===== src/rtl/pixel_pkg.sv =====
// Shared types, defaults and code-conversion helpers for the pixel ADC readout.
package pixel_pkg;

    localparam int ADC_BITS_DEF = 8;
    localparam int N_PIX_DEF    = 4;

    typedef enum logic [1:0] {
        IDLE = 2'd0,
        CONV = 2'd1,
        READ = 2'd2
    } adc_state_t;

    function automatic logic [31:0] bin2gray(input logic [31:0] b);
        return b ^ (b >> 1);
    endfunction

    // Prefix XOR from the MSB down, done in log2(32) doubling steps.
    function automatic logic [31:0] gray2bin(input logic [31:0] g);
        logic [31:0] b;
        b = g;
        for (int s = 1; s < 32; s = s * 2) begin
            b = b ^ (b >> s);
        end
        return b;
    endfunction

endpackage


===== src/rtl/pixel_adc_readout_if.sv =====
// Readout stream from the ADC column to the frame buffer.
interface pixel_adc_readout_if #(
    parameter int N_PIX = 4,
    parameter int BITS  = 8
);
    localparam int IW = (N_PIX > 1) ? $clog2(N_PIX) : 1;

    // Handshake: a beat transfers on a rising clk edge where data_valid and
    // data_ready are both 1. While data_valid=1 and data_ready=0 the producer
    // holds data_out/pix_idx stable; the producer never waits on data_ready
    // to raise data_valid, and the consumer may toggle data_ready freely.
    logic [BITS-1:0] data_out;
    logic [IW-1:0]   pix_idx;
    logic            data_valid;
    logic            data_ready;

    modport master (output data_out, output pix_idx, output data_valid, input  data_ready);
    modport slave  (input  data_out, input  pix_idx, input  data_valid, output data_ready);

endinterface


===== src/rtl/pixel_adc_readout_ramp_counter.sv =====
// Saturating ramp code counter; Gray-coded output when PIXEL_ADC_GRAY_EN is defined.
module ramp_counter
    import pixel_pkg::*;
#(
    parameter int BITS = ADC_BITS_DEF
) (
    input  logic            clk,
    input  logic            reset,
    input  logic            clear,
    input  logic            en,
    output logic [BITS-1:0] cnt
);
    localparam logic [BITS-1:0] MAX = '1;

    logic [BITS-1:0] bin_q;
    logic [BITS-1:0] bin_n;

    always_comb begin
        bin_n = bin_q;
        if (clear) begin
            bin_n = '0;
        end else if (en && (bin_q != MAX)) begin
            bin_n = bin_q + 1'b1;
        end
    end

    always_ff @(posedge clk) begin
        if (reset) begin
            bin_q <= '0;
        end else begin
            bin_q <= bin_n;
        end
    end

`ifdef PIXEL_ADC_GRAY_EN
    // Gray register follows the binary one so the broadcast code changes one bit per step.
    logic [BITS-1:0] gray_q;

    always_ff @(posedge clk) begin
        if (reset) begin
            gray_q <= '0;
        end else begin
            gray_q <= BITS'(bin2gray(32'(bin_n)));
        end
    end

    assign cnt = gray_q;
`else
    assign cnt = bin_q;
`endif

endmodule


===== src/rtl/pixel_adc_readout.sv =====
// Column single-slope ADC capture plus valid/ready readout of the latched codes.
// Optional Gray-coded ramp and output converter stage: PIXEL_ADC_GRAY_EN.
module pixel_adc_readout
    import pixel_pkg::*;
#(
    parameter int N_PIX = N_PIX_DEF,
    parameter int BITS  = ADC_BITS_DEF
) (
    input  logic                clk,
    input  logic                reset,
    input  logic                convert,
    input  logic [N_PIX-1:0]    read,
    input  logic [N_PIX-1:0]    cmp,
    pixel_adc_readout_if.master rd,
    output logic                overflow,
    output logic                frame_done,
    output adc_state_t          dbg_state
);
    localparam int IW = (N_PIX > 1) ? $clog2(N_PIX) : 1;
    localparam logic [BITS-1:0] ALL1 = '1;
`ifdef PIXEL_ADC_GRAY_EN
    localparam logic [BITS-1:0] SAT = BITS'(bin2gray(32'(ALL1)));
`else
    localparam logic [BITS-1:0] SAT = ALL1;
`endif

    adc_state_t      state;
    adc_state_t      state_n;
    logic            convert_q;
    logic            go_conv;
    logic            accept;
    logic [N_PIX-1:0] latched;
    logic [N_PIX-1:0] pending;
    logic [N_PIX-1:0] served;
    logic [N_PIX-1:0] served_n;
    logic [N_PIX-1:0] pending_n;
    logic [N_PIX-1:0] acc_mask;
    logic [BITS-1:0] code [N_PIX];
    logic [BITS-1:0] cnt;
    logic [IW-1:0]   lo_idx;
    logic            lo_any;
`ifdef PIXEL_ADC_GRAY_EN
    logic            sel_vld;
    logic [IW-1:0]   sel_idx;
`endif

    assign dbg_state = state;

    ramp_counter #(.BITS(BITS)) u_ramp (
        .clk   (clk),
        .reset (reset),
        .clear (go_conv),
        .en    ((state == CONV) && convert && !go_conv),
        .cnt   (cnt)
    );

    always_ff @(posedge clk) begin
        if (reset) begin
            state <= IDLE;
        end else begin
            state <= state_n;
        end
    end

    // A convert rising edge restarts from any state; in IDLE a held level also starts.
    always_comb begin
        state_n  = state;
        go_conv  = convert && ((state == IDLE) || !convert_q);
        accept   = (state == READ) && rd.data_valid && rd.data_ready;
        acc_mask = '0;
        for (int i = 0; i < N_PIX; i++) begin
            acc_mask[i] = accept && (rd.pix_idx == IW'(i));
        end
        served_n  = served | acc_mask;
        pending_n = (pending | read) & ~served_n;
        lo_idx = '0;
        lo_any = 1'b0;
        for (int i = N_PIX - 1; i >= 0; i--) begin
            if (pending[i]) begin
                lo_idx = IW'(i);
                lo_any = 1'b1;
            end
        end
        if (go_conv) begin
            state_n = CONV;
        end else begin
            case (state)
                CONV:    if (!convert) state_n = READ;
                READ:    if (&served_n) state_n = IDLE;
                default: state_n = state;
            endcase
        end
    end

    always_ff @(posedge clk) begin
        if (reset) begin
            convert_q     <= 1'b0;
            latched       <= '0;
            pending       <= '0;
            served        <= '0;
            overflow      <= 1'b0;
            frame_done    <= 1'b0;
            rd.data_valid <= 1'b0;
            rd.data_out   <= '0;
            rd.pix_idx    <= '0;
            for (int i = 0; i < N_PIX; i++) code[i] <= '0;
`ifdef PIXEL_ADC_GRAY_EN
            sel_vld <= 1'b0;
            sel_idx <= '0;
`endif
        end else begin
            convert_q  <= convert;
            frame_done <= 1'b0;
            if (go_conv) begin
                latched       <= '0;
                pending       <= '0;
                served        <= '0;
                overflow      <= 1'b0;
                rd.data_valid <= 1'b0;
                for (int i = 0; i < N_PIX; i++) code[i] <= '0;
`ifdef PIXEL_ADC_GRAY_EN
                sel_vld <= 1'b0;
`endif
            end else begin
                case (state)
                    CONV: begin
                        if (convert) begin
                            for (int i = 0; i < N_PIX; i++) begin
                                if (cmp[i] && !latched[i]) begin
                                    code[i]    <= cnt;
                                    latched[i] <= 1'b1;
                                end
                            end
                        end else begin
                            for (int i = 0; i < N_PIX; i++) begin
                                if (!latched[i]) code[i] <= SAT;
                            end
                            overflow <= ~&latched;
                        end
                    end
                    READ: begin
                        pending    <= pending_n;
                        served     <= served_n;
                        frame_done <= accept && (&served_n);
                        if (accept) rd.data_valid <= 1'b0;
`ifdef PIXEL_ADC_GRAY_EN
                        // Selection and Gray-to-binary conversion take one cycle each.
                        if (sel_vld) begin
                            rd.data_valid <= 1'b1;
                            rd.pix_idx    <= sel_idx;
                            rd.data_out   <= BITS'(gray2bin(32'(code[sel_idx])));
                            sel_vld       <= 1'b0;
                        end else if (!rd.data_valid && lo_any) begin
                            sel_vld <= 1'b1;
                            sel_idx <= lo_idx;
                        end
`else
                        if (!rd.data_valid && lo_any) begin
                            rd.data_valid <= 1'b1;
                            rd.pix_idx    <= lo_idx;
                            rd.data_out   <= code[lo_idx];
                        end
`endif
                    end
                    default: ;
                endcase
            end
        end
    end

endmodule


===== src/flat_wrapper.sv =====
// flat-port wrapper written by rule: the top's interface ports become plain ports
module pixel_adc_readout_flat import pixel_pkg::*;
#(
    parameter int N_PIX = N_PIX_DEF,
    parameter int BITS  = ADC_BITS_DEF
)
  (clk, reset, convert, read, cmp, overflow, frame_done, dbg_state, rd_data_out, rd_pix_idx, rd_data_valid, rd_data_ready);
  pixel_adc_readout_if #(.N_PIX(N_PIX), .BITS(BITS)) rd_i ();
  input  logic clk;
  input  logic reset;
  input  logic convert;
  input  logic [N_PIX-1:0] read;
  input  logic [N_PIX-1:0] cmp;
  output logic overflow;
  output logic frame_done;
  output adc_state_t dbg_state;
  output wire logic [$bits(rd_i.data_out)-1:0] rd_data_out;
  output wire logic [$bits(rd_i.pix_idx)-1:0] rd_pix_idx;
  output wire logic [$bits(rd_i.data_valid)-1:0] rd_data_valid;
  input wire logic [$bits(rd_i.data_ready)-1:0] rd_data_ready;
  assign rd_data_out = rd_i.data_out;
  assign rd_pix_idx = rd_i.pix_idx;
  assign rd_data_valid = rd_i.data_valid;
  assign rd_i.data_ready = rd_data_ready;
  pixel_adc_readout #(.N_PIX(N_PIX), .BITS(BITS)) u_core (.clk(clk), .reset(reset), .convert(convert), .read(read), .cmp(cmp), .rd(rd_i), .overflow(overflow), .frame_done(frame_done), .dbg_state(dbg_state));
endmodule

===== config.mk =====
export PLATFORM = sky130hd
export DESIGN_NAME = pixel_adc_readout_flat
export DESIGN_NICKNAME = d
export VERILOG_FILES = /design/src/rtl/pixel_pkg.sv /design/src/rtl/pixel_adc_readout_if.sv /design/src/rtl/pixel_adc_readout_ramp_counter.sv /design/src/rtl/pixel_adc_readout.sv /design/src/flat_wrapper.sv
export SDC_FILE = /design/constraint.sdc
export NUM_CORES = 1
export LEC_CHECK = 0
export CAP_MARGIN = 20
export CELL_PAD_IN_SITES_DETAIL_PLACEMENT = 1
export CELL_PAD_IN_SITES_GLOBAL_PLACEMENT = 1
export CORE_UTILIZATION = 53
export CTS_CLUSTER_SIZE = 20
export DETAILED_ROUTE_END_ITERATION = 10
export DONT_BUFFER_PORTS = 1
export PLACE_DENSITY = 0.88
export SLEW_MARGIN = 20
export SYNTH_ARGS = -nofsm -noshare
export SYNTH_HDL_FRONTEND = slang
export SYNTH_SLANG_ARGS = --single-unit

===== constraint.sdc =====
create_clock -name clk -period 5.45 [get_ports clk]
set_input_delay 1.635 -clock clk [delete_from_list [all_inputs] [get_ports clk]]
set_output_delay 1.635 -clock clk [all_outputs]
set_load 0.03 [all_outputs]

==> flow_summary_export.csv <==
group,metric,value,unit
outcome,status,"finished clean",
routing,first_iter_violations,162,
timing,rsz0062_at_grt,"no",
global_routing,grt_pass1_vias,2289,
critical_path,cp.required,5.47,ns
timing,skew,0.00418,ns
clocking,cts_tree,"built",
synth,synth_cells,277,
timing,fmax,359,MHz
place,pre_cts_slack,2.36,ns
power,ir_drop,0.000210,V
synth,syn_nets,293,
clocking,clock_latency,0.35,ns
routing,ant_nets,0,
power,cellLeakagePower,1.19,nW
layout,antenna_cells,0,
timing,fin_crit_sh,51.2,%
synth,syn-cell-area,0.00291,mm²
power,powerDensity,331,mW/mm²
critical_path,critical_path_class,"in2reg",
synth,synth_area_leaders,"dfxtp_1 41%, a221o_1 8.3%, edfxtp_1 8.3%",
job,drv_cap,0,
die,coreArea,0.00520,mm²
die,core.rowCount,26,
routing,vias_per_cell,6.36,
clocking,hold_buffers,0,
synth,yosysUniqueCellTypes,42,
timing,finalSetupViolCount,0,
routing,wl,7.52,mm
clocking,cts_buffers,9,
routing,drc,0,
die,die_h,76.1,µm
layout,nets,293,
global_routing,grt_pass1_wl,12.2,mm
global_routing,antenna_found_initial,0,
routing,wl_per_cell,21.4,µm
die,dieArea,0.00579,mm²
synth,syn_avg_cell_area,10.5,µm²
timing,final.min_clock_period,2.79,ns
clocking,ctsResizeCount,0,
synth,synth_edf_count,8,
synth,synth_warnings,0,
synth,synth_ff_type,"dfxtp_1",
place,gp_congestion,0.822,
layout,final_cell_mix,"60 x dfxtp_1, 28 x nor2_1, 24 x a221o_1",
clocking,root_buffer,"clkbuf_8",
die,start_util,55.9,%
global_routing,grt_max_degree,32,
clocking,clk_pin_slew,0.07,ns
synth,synth_largest_area_cell,"dfxtp_1",
routing,first_pass_iters,4,
timing,relSlewSlack,35.1,%
synth,synth_top_area_share,41.3,%
timing,worst_slew_pin_slew,0.970,ns
layout,layout_commonest_cell,"dfxtp_1",
clocking,h-tree-depth,3,
global_routing,grt-ovfl-total,0,
timing,final_hold_viol_count,0,
critical_path,worstPathArrival,2.81,ns
synth,ys_ff_latch,68,
place,hpwl,4.99,mm
timing,setup_tns,0,ns
layout,area_growth,7.82,%
global_routing,grt_use_total,27.8,%
timing,worst_slack,2.66,ns
clocking,clockBufferDepth,2,
place,portBuffers,0,
timing,maxSlewViolCount,0,
layout,drive_gt1_share,12.8,%
synth,async_flop_share,0,%
critical_path,path_max_fanout,9,
worst_hold_path,hold_class,"reg2reg",
routing,dr_total_vias,2233,
layout,fill_cells,570,
critical_path,start_kind,"input pin",
clocking,postCtsSetupBuffers,0,
synth,seq_area_frac_synth,49.5,%
clocking,cts_sinks,68,
die,die_x,76.1,µm
die,pin_count,27,
critical_path,end_kind,"flop",
[per-layer routing]
| layer | vias to the layer above | track usage (%) | share of wire (%) |
|---|---|---|---|
| li1 | 1045 | - | - |
| met4 | 0 | 13.3 | 2.6 |
| met3 | 19 | 4.67 | 4.4 |
| met2 | 66 | 42.7 | 46 |
| met1 | 1103 | 38.2 | 47 |
| met5 | - | 0 | 0 |
[kinds of logic (layout without fill, tap and decap cells)]
family                   after synthesis  after routing  share of synthesized area (%)
XOR/XNOR                               6              6                           1.81
AO/OA/AOI/OAI                         83             83                           25.1
AND/OR/NAND/NOR                       88             88                           15.6
multiplexers                          10             10                           3.44
adder cells (fa/ha/maj)                4              4                           1.72
buffers and inverters                 18             22                           2.75
flip-flops                            68             68                           49.5
[sequential cells by signal, summed over array words and instances, names as in the netlist]
register	flops
u_core.code	32
u_core.rd.data_out	8
u_core.u_ramp.cnt	8
u_core.latched	4
u_core.pending	4
u_core.served	4
u_core.dbg_state	2
u_core.rd.pix_idx	2
u_core.convert_q	1
u_core.frame_done	1
u_core.overflow	1
u_core.rd.data_valid	1
[worst max-delay path, stage by stage]
cell     delay [ns]
and2_1         0.28
nand2_1        0.12
nor3_2         0.41
or3_1          0.37
[Yosys cell counts, drive strengths merged (8+ instances only)]
cell and n:
mux2i 10, a221oi 8, nor3 9, a221o 24, a21o 19, nor2b 8, dfxtp 60, nor2 28
o22ai 10, edfxtp 8, a21oi 14, nand2 20
[metrics by stage]
| stage | utilization, % | power [mW] | cells | hold slack, ns | area (µm²) |
|---|---|---|---|---|---|
| 6_report | 60.3 | 1.04 | 351 | 0.491 | 3140 |
| 4_1_cts | 60.2 | 1.04 | 351 | 0.495 | 3140 |
| 3_5_place_dp | 56.6 | 0.651 | 336 | 0.476 | 2950 |
| 5_1_grt | 60.3 | 1.07 | 351 | 0.509 | 3140 |
| 3_3_place_gp | 56.6 | 0.647 | 336 | 0.463 | 2950 |
| 2_1_floorplan | - | 0.630 | 277 | 0.446 | 2910 |
[area by class of cell]
| cell class | instances | area (µm²) | area share (%) |
|---|---|---|---|
| timing repair buffer | 1 | 7.51 | 0.239 |
| inverter | 6 | 22.5 | 0.718 |
| multi-input combinational | 191 | 1390 | 44.3 |
| tap | 70 | 87.6 | 2.79 |
| clock inverter | 1 | 5.00 | 0.159 |
| clock buffer | 14 | 183 | 5.82 |
| sequential | 68 | 1440 | 45.9 |
[path summary, 6_finish.rpt]
kind,endpoint,start,slack [ns],depth (start not counted)
max,u_core.code[3][0],convert,2.66,4
min,u_core.code[1][5],u_core.code[1][5],0.49,1
max reg2reg,u_core.code[3][0],u_core.dbg_state[0],2.97,7
min reg2reg,u_core.code[1][5],u_core.code[1][5],0.49,1
[power breakdown]
group | total [mW] | switching, mW | internal [mW]
registers | 0.558 | 0.0246 | 0.534
clock network | 0.394 | 0.182 | 0.212
logic | 0.0853 | 0.0510 | 0.0343
total | 1.04 | 0.258 | 0.780
(Power assumes the default switching activity.)
